$ cat config.mk
export PLATFORM = sky130hd
export DESIGN_NAME = prog_sequencer
export DESIGN_NICKNAME = d
export VERILOG_FILES = /design/src/rtl/prog_pkg.sv /design/src/rtl/prog_sequencer_sat_counter.sv /design/src/rtl/prog_sequencer.sv
export SDC_FILE = /design/constraint.sdc
export NUM_CORES = 1
export LEC_CHECK = 0
export ABC_CLOCK_PERIOD_IN_PS = 2300
export CAP_MARGIN = 25
export CORE_MARGIN = 2
export CORE_UTILIZATION = 47
export CTS_BUF_LIST = sky130_fd_sc_hd__clkbuf_4 sky130_fd_sc_hd__clkbuf_8
export DETAILED_ROUTE_END_ITERATION = 10
export GPL_ROUTABILITY_DRIVEN = 0
export HOLD_SLACK_MARGIN = 0.03
export PLACE_DENSITY = 0.8
export SYNTH_ARGS = -nofsm -noshare
export SYNTH_HDL_FRONTEND = slang
export SYNTH_SLANG_ARGS = --single-unit
$ cat constraint.sdc
create_clock -name Clk -period 2.3 [get_ports Clk]
set_clock_uncertainty 0.05 [all_clocks]
set_input_delay 0.575 -clock Clk [delete_from_list [all_inputs] [get_ports Clk]]
set_output_delay 0.575 -clock Clk [all_outputs]
set_load 0.02 [all_outputs]
$ cat src/rtl/prog_pkg.sv
// Shared definitions for the program sequencer: FSM state encoding,
// instruction opcodes and default widths.
package prog_pkg;

    typedef enum logic [1:0] {
        IDLE = 2'd0,
        RUN  = 2'd1,
        DONE = 2'd2
    } seq_state_t;

    localparam logic [2:0] OP_BR      = 3'b111;
    localparam logic [2:0] OP_CMP     = 3'b101;
    localparam logic [8:0] INSTR_HALT = 9'b110_000000;

    localparam int DEF_CNT_W = 16;
    localparam int DEF_PC_W  = 10;

endpackage

$ cat src/rtl/prog_sequencer_sat_counter.sv
// Saturating up-counter.
// Ports:
//   Clk   - clock
//   Reset - synchronous active-high reset, clears the count
//   inc   - increment request (ignored once the count is all-ones)
//   clr   - synchronous clear, has priority over inc
//   count - current count value
module sat_counter #(
    parameter int W = 16
) (
    input  logic         Clk,
    input  logic         Reset,
    input  logic         inc,
    input  logic         clr,
    output logic [W-1:0] count
);

    logic [W-1:0] count_reg;

    always_ff @(posedge Clk) begin
        if (Reset || clr) begin
            count_reg <= '0;
        end else if (inc && (count_reg != {W{1'b1}})) begin
            count_reg <= count_reg + {{(W-1){1'b0}}, 1'b1};
        end
    end

    assign count = count_reg;

endmodule

$ cat src/rtl/prog_sequencer.sv
// Program sequencer: control-side partner of the instruction fetch unit.
// Decodes branch / compare / halt instructions, keeps the branch condition
// flag, and runs an IDLE/RUN/DONE program FSM that holds or releases the PC.
// Ports:
//   Clk, Reset   - clock, synchronous active-high reset
//   Go           - single-cycle request to launch the next program
//   Instr        - instruction currently addressed by ProgCtr
//   ProgCtr      - current PC from the fetch unit
//   AluFlagIn    - combinational condition result from the ALU
//   Start        - PC hold request to the fetch unit
//   BranchEn     - current instruction is a branch while running
//   ALU_flag     - registered branch condition flag
//   Target       - signed branch offset, Instr[5:0]
//   Done         - program halted
//   HaltPC       - ProgCtr captured at the halt instruction
//   CycleCount   - RUN cycles of the current program (saturating)
//   BranchCount  - taken branches of the current program (saturating)
module prog_sequencer
    import prog_pkg::*;
#(
    parameter int CNT_W = DEF_CNT_W,
    parameter int PC_W  = DEF_PC_W
) (
    input  logic             Clk,
    input  logic             Reset,
    input  logic             Go,
    input  logic [8:0]       Instr,
    input  logic [PC_W-1:0]  ProgCtr,
    input  logic             AluFlagIn,
    output logic             Start,
    output logic             BranchEn,
    output logic             ALU_flag,
    output logic [5:0]       Target,
    output logic             Done,
    output logic [PC_W-1:0]  HaltPC,
    output logic [CNT_W-1:0] CycleCount,
    output logic [CNT_W-1:0] BranchCount
);

    seq_state_t      state_reg, state_next;
    logic            first_reg, first_next;
    logic            alu_flag_reg;
    logic [PC_W-1:0] halt_pc_reg;

    logic is_br, is_cmp, is_halt;
    logic running;
    logic relaunch;   // DONE -> RUN: wipe per-program state
    logic halting;    // RUN -> DONE on this edge
    logic taken;

    // Instruction decode
    assign is_br   = (Instr[8:6] == OP_BR);
    assign is_cmp  = (Instr[8:6] == OP_CMP);
    assign is_halt = (Instr == INSTR_HALT);

    assign running = (state_reg == RUN);

    // FSM state register
    always_ff @(posedge Clk) begin
        if (Reset) begin
            state_reg <= IDLE;
            first_reg <= 1'b0;
        end else begin
            state_reg <= state_next;
            first_reg <= first_next;
        end
    end

    // FSM next state and outputs
    always_comb begin
        state_next = state_reg;
        first_next = first_reg;
        Start      = 1'b1;
        Done       = 1'b0;
        relaunch   = 1'b0;
        halting    = 1'b0;
        case (state_reg)
            IDLE: begin
                if (Go) begin
                    state_next = RUN;
                    first_next = 1'b1;
                end
            end
            RUN: begin
                Start      = 1'b0;
                first_next = 1'b0;
                // The PC was held on the HALT word of the previous program,
                // so the first RUN cycle re-fetches it; ignore it there.
                if (is_halt && !first_reg) begin
                    state_next = DONE;
                    halting    = 1'b1;
                end
            end
            DONE: begin
                Done = 1'b1;
                if (Go) begin
                    state_next = RUN;
                    first_next = 1'b1;
                    relaunch   = 1'b1;
                end
            end
            default: begin
                state_next = IDLE;
            end
        endcase
    end

    // Branch decision uses the flag as registered before this cycle
    assign BranchEn = is_br && running;
    assign taken    = BranchEn && alu_flag_reg;

    always_ff @(posedge Clk) begin
        if (Reset || relaunch) begin
            alu_flag_reg <= 1'b0;
        end else if (running && is_cmp) begin
            alu_flag_reg <= AluFlagIn;
        end
    end

    always_ff @(posedge Clk) begin
        if (Reset) begin
            halt_pc_reg <= '0;
        end else if (halting) begin
            halt_pc_reg <= ProgCtr;
        end
    end

    sat_counter #(.W(CNT_W)) u_cycle_cnt (
        .Clk   (Clk),
        .Reset (Reset),
        .inc   (running),
        .clr   (relaunch),
        .count (CycleCount)
    );

    sat_counter #(.W(CNT_W)) u_branch_cnt (
        .Clk   (Clk),
        .Reset (Reset),
        .inc   (taken),
        .clr   (relaunch),
        .count (BranchCount)
    );

    assign ALU_flag = alu_flag_reg;
    assign Target   = Instr[5:0];
    assign HaltPC   = halt_pc_reg;

endmodule
## Word-level counts from Yosys, hierarchy flattened

Index checks and enable logic that the tools add are counted.

| word-level totals | value |
|---|---|
| flip-flop bits (word level) | 46 |
| bits in latches | 0 |
| bits in writable memories | 0 |
| memory bits (read-only) | 0 |
| input bits | 23 |
| output and inout bits | 52 |
| logic and storage cells | 41 |
| memories kept | 0 |

| operators by class | value |
|---|---|
| add/subtract/negate cells | 2 |
| multiply operators | 0 |
| div/mod/pow operators | 0 |
| magnitude comparators | 0 |
| equality and inequality tests | 9 |
| shift operators | 0 |
| multiplexer cells | 11 |
| bitwise gates (word level) | 0 |
| reductions and logical operators | 13 |

Operators with widths:

| cell | count |
|---|---|
| adder 16 x 1 -> 16 bit, second input constant | 2 |
| != test 16 bit, second input constant | 2 |
| == test 9 bit, second input constant | 1 |
| 2-to-1 mux 1 bit | 7 |
| == test 3 bit, second input constant | 2 |
| logical AND 1 bit | 6 |
| 2-to-1 mux 2 bit | 2 |
| != test 2 x 1 -> 1 bit, second input constant | 2 |
| one-hot mux 2 bit (2 select lines) | 1 |
| AND reduction 2 bit | 2 |
| == test 2 x 1 -> 1 bit, second input constant | 1 |
| == test 2 bit, second input constant | 1 |
| logical NOT 2 bit | 1 |
| one-hot mux 1 bit (2 select lines) | 1 |
| nonzero test 2 bit | 1 |
| OR reduction 2 bit | 1 |
| logical NOT 1 bit | 1 |
| logical OR 1 bit | 1 |

## Longest topological paths before layout

| logic depth | value |
|---|---|
| depth after elaboration | 4 |
| depth in mapped cells | 6 |

## Hierarchy

Synthesis repeated with hierarchy kept, for this count alone.

| second synthesis, totals | value |
|---|---|
| cells, all modules | 265 |
| area, all modules | 2442.3 um2 |

By module, submodules not included:

| module | instances | cells each | area each (um2) |
|---|---|---|---|
| sat_counter | 2 | 95 | 847.1 |
| prog_sequencer | 1 | 75 | 748.2 |

## Worst setup path before layout

No wires, ideal clock.

| timing | value |
|---|---|
| kind | register to register |
| start point | register u_branch_cnt.count_reg[0], in the netlist u_branch_cnt.count[0] |
| end point | register u_branch_cnt.count_reg[3], in the netlist u_branch_cnt.count[3] |
| arrival time | 1.804 ns |
| data required time | 2.122 ns |
| path slack | 0.319 ns |
| cell stages (with the launch flop) | 7 |
| path buffers | 0 |
| period minus slack after synthesis | 1.981 ns |
| cell sequence | dfxtp_1 ha_1 nand4_1 nor4_4 or3_4 xor2_1 nor2_1 |

| on the way | value |
|---|---|
| longest elaborated chain between the ends | 2 |
| elaborated cells between the ends (all ways) | 3 |

RTL lines:

| element | RTL line | RTL |
|---|---|---|
| start, declared | prog_sequencer_sat_counter.sv:18 | `logic [W-1:0] count_reg;` |
| start signal, assigned | prog_sequencer_sat_counter.sv:24 | `count_reg <= count_reg + {{(W-1){1'b0}}, 1'b1};` |
| branches (longest 2 deep; another with adder 16 x 1 -> 16 bit) | n/a |  |

Several ways; the timed one is not identified.
A chain may end at the register's enable or synchronous reset.

## Worst setup path after layout

| timing | value |
|---|---|
| start point | input port Instr[0] |
| end point | output port Target[0] |

RTL lines:

| element | RTL line | RTL |
|---|---|---|
| start, declared | prog_sequencer.sv:27 | `input logic [8:0] Instr,` |
| end, declared | prog_sequencer.sv:33 | `output logic [5:0] Target,` |

No word-level cell between the ends.

==> metrics.txt <==
FFs w/ async S/R, synth=0%; type of origin of the critical path=input port; starting utilization of the core area=49.2%; detailed router's first-iteration violation count=93; R2R depth=7; power density over the cells=467 nW/µm²; worst slew slack as a fraction of its limit=71.7%; CP Data Arrival Time=1.65 ns; number of endpoints with negative hold slack in the final report=0; Layout Nets=360; Worst-Margin Slew=about 0.42 ns; RSZ-0062 raised after global routing=no; fin. max-slew vios=0; post-route cell area=3130 µm²; portion of total power attributed to the clock network=35.9%; Lkg Pwr=0.00118 µW; global routing met2 resource utilization=a little over a third; buffer type at the clock tree root=clkbuf_8; clock tree from TritonCTS=yes; slowest cell on the critical path=clkdlybuf4s50_1; switching power summed over all nets=335 µW; Cell variety after synth=42; number of hold buffers added after CTS=0; status=finished, final reports clean; count of TritonRoute iterations in the first routing pass=4; post-synthesis instance area=2160 µm²; area share of the leading cell type in the synthesized netlist=42.7%; maximum clock frequency=440 MHz; relative area change from synthesis to final layout=45.1%; vias in the first global route=1894; part of the power in registers=55.4%; proportion of synthesized chip area in sequential cells=between 40% and 50%; die boundary width=71.7 µm; number of antenna violations at the first check in global routing=0; Gate power share=8.7%; crit share post-route=~99%; clock slew at the register clock pins of the worst setup and hold paths=0.08 ns; type of the tightest min-delay check=register to register; CP endpoint kind=output port; global route total overflow=0; source of the worst hold timing path=HaltPC[1]$_SDFFE_PP0P_; internal power contribution=1130 µW; FF+latch count, synth=46; yosys warns=0; fillers=approximately 360; number of levels the H-tree was split into=2; area inside the core boundary=4380 µm²; most area-hungry cell type in the Yosys netlist=dfxtp_1; height of the die=71.7 µm; area of the die=5150 µm²; detailed-route wire length=~5300 µm; grt met3 use=5.49%; via count normalized by instance count=around 5.3; worst r2r src=u_branch_cnt.count[0]$_SDFFE_PP0P_; Boundary Pins=75; chain of cells forming the critical path=clkdlybuf4s50_1 -> clkdlybuf4s50_1; Total GRT Usage=21.0%; GR Util met1=between 20% and 30%; buffers from clock root to sink, at most=2; WP data required=around 1.7 ns; most utilized layer in the global route result=met2; worst reg-to-reg setup slack=0.35 ns; minimum clock period after layout=2.27 ns; placement row count=24; drt drc=0; WL/cell=13.7 µm; maximum number of pins on one net before global-route repair=15; routed vias=2070; Buf+Inv Stages, Crit Path=2; largest stage delay on the critical path=approximately 0.60 ns; setup tns final=0 ns; Most used DFF post-synth=dfxtp_1; post-detailed-placement half-perimeter wirelength=between 4000 and 5000 µm; leading cell types by total area after synthesis=dfxtp_1, nor2_1, nand2_1; clock latency on the worst-skew pair=approximately 0.30 ns; Syn Nets=between 200 and 300; peak ir drop on the vdd network=358 µV; EDFF count, synth=0; clock tree sinks=between 40 and 50; CP Class=input port to output port; fraction of layout cells with a size suffix above 1=9.82%; kind of cell adding the most delay to the critical path=buffers and inverters; cell repeated most along the worst path=clkdlybuf4s50_1; peak fanout along the critical path=2; Net Sw Frac=22.9%; clock buffers created by TritonCTS=5; setup bufs post-CTS=0; Port Buf Inserts=74; post-synthesis instance total=~250; max cap viols=0; hold path cells=2; final setup violation count=0; mean area per synthesized cell=8.66 µm²; terminating pin of the worst hold path=HaltPC[1]$_SDFFE_PP0P_; count of antenna diodes in the layout=0; antenna viol nets, final=0; wire length of the first global-routing pass=between 8000 and 9000 µm; worst reg2reg path endpoint=u_branch_cnt.count[5]$_SDFFE_PP0P_; post-placement cell area=3030 µm²
-- worst reg2reg max path, stage by stage, from the launching register on --
cell and delay, ns:
dfxtp_1 0.40, ha_1 0.25, nand4_1 0.19, nor4_4 0.45, buf_4 0.22, nor4_1 0.06
xnor2_1 0.17, nor2_1 0.05
-- cell usage after synthesis, types with 3 or more instances --
library cell,number
xnor2_1,8
nand3_1,11
dfxtp_1,46
and3_1,5
o21ai_0,4
nor4_1,5
a21oi_1,18
nand2_1,32
nor2_1,33
or3_1,3
o211ai_1,4
clkbuf_1,3
and4_1,5
buf_4,6
nand4_1,11
and2_1,5
xor2_1,13
a31oi_1,3
-- layer usage --
layer | part of all wire (%) | up-vias
met5 | 0 | -
met4 | 1.1 | 0
met3 | 7.3 | 5
met2 | 47 | 62
met1 | 45 | 952
li1 | - | 1051
-- layout by cell type, fill, tap and decap left out, drive strengths merged, types with 7 or more instances in the layout --
master	instances
clkdlybuf4s50	68
nand3	12
a21oi	18
nor4	7
nand4	12
xnor2	8
xor2	13
clkbuf	7
buf	17
dfxtp	46
nor2	34
nand2	32
-- cell families (layout without fill, tap and decap cells) --
kind of cell    after synthesis  in the layout  share of synthesized area [%]
fa+ha+maj                     2              2                           1.16
buf+inv                      13            100                           3.31
compound gates               35             35                           9.69
flops                        46             46                           42.7
mux                           3              3                           1.45
xor+xnor                     21             21                           8.53
simple gates                129            129                           33.2
-- per-stage QoR --
step	total power, µW	hold WS (ns)	utilization, %	cells	setup slack [ns]
after CTS	1470	0.408	71.3	388	0.00424
after global placement	956	0.389	69.1	380	-0.308
after floorplan	882	0.404	-	249	0.319
after detailed placement	957	0.396	69.1	380	-0.316
final	1460	0.403	71.4	388	0.0252
after global routing	1510	0.428	71.4	388	0.00986
-- power groups by stage --
stage,combinational [µW],sequential (µW),clock [µW]
global placement,127,828,0
global route,136,811,567
floorplan,51.2,831,0
CTS,129,810,531
detailed placement,129,828,0
finish,127,810,526
-- repair_timing --
item,4_1_cts,5_1_grt
pin swaps,0,0
gates resized for setup,4,5
endpoints found under the setup margin,2,5
-- worst max-delay path by stage --
stage                                            start                            endpoint  depth (start not counted)
finish                                        Instr[0]                           Target[0]                          2
global route                                  Instr[0]                           Target[0]                          2
CTS                                           Instr[4]                           Target[4]                          2
detailed placement                            Instr[6]                            BranchEn                          4
global placement                              Instr[6]                            BranchEn                          4
floorplan           u_branch_cnt.count[0]$_SDFFE_PP0P_  u_branch_cnt.count[3]$_SDFFE_PP0P_                          6
-- cell type report --
cell class,instances,area (µm²),share of cell area (%)
clock inverters,1,5.00,0.160
multi-input cells,190,1160,37.2
repair buffers,90,877,28.0
inverters,2,7.51,0.240
well taps,52,65.1,2.08
flip-flops and latches,46,921,29.4
clock buffers,7,90.1,2.88
(Power assumes the default switching activity.)
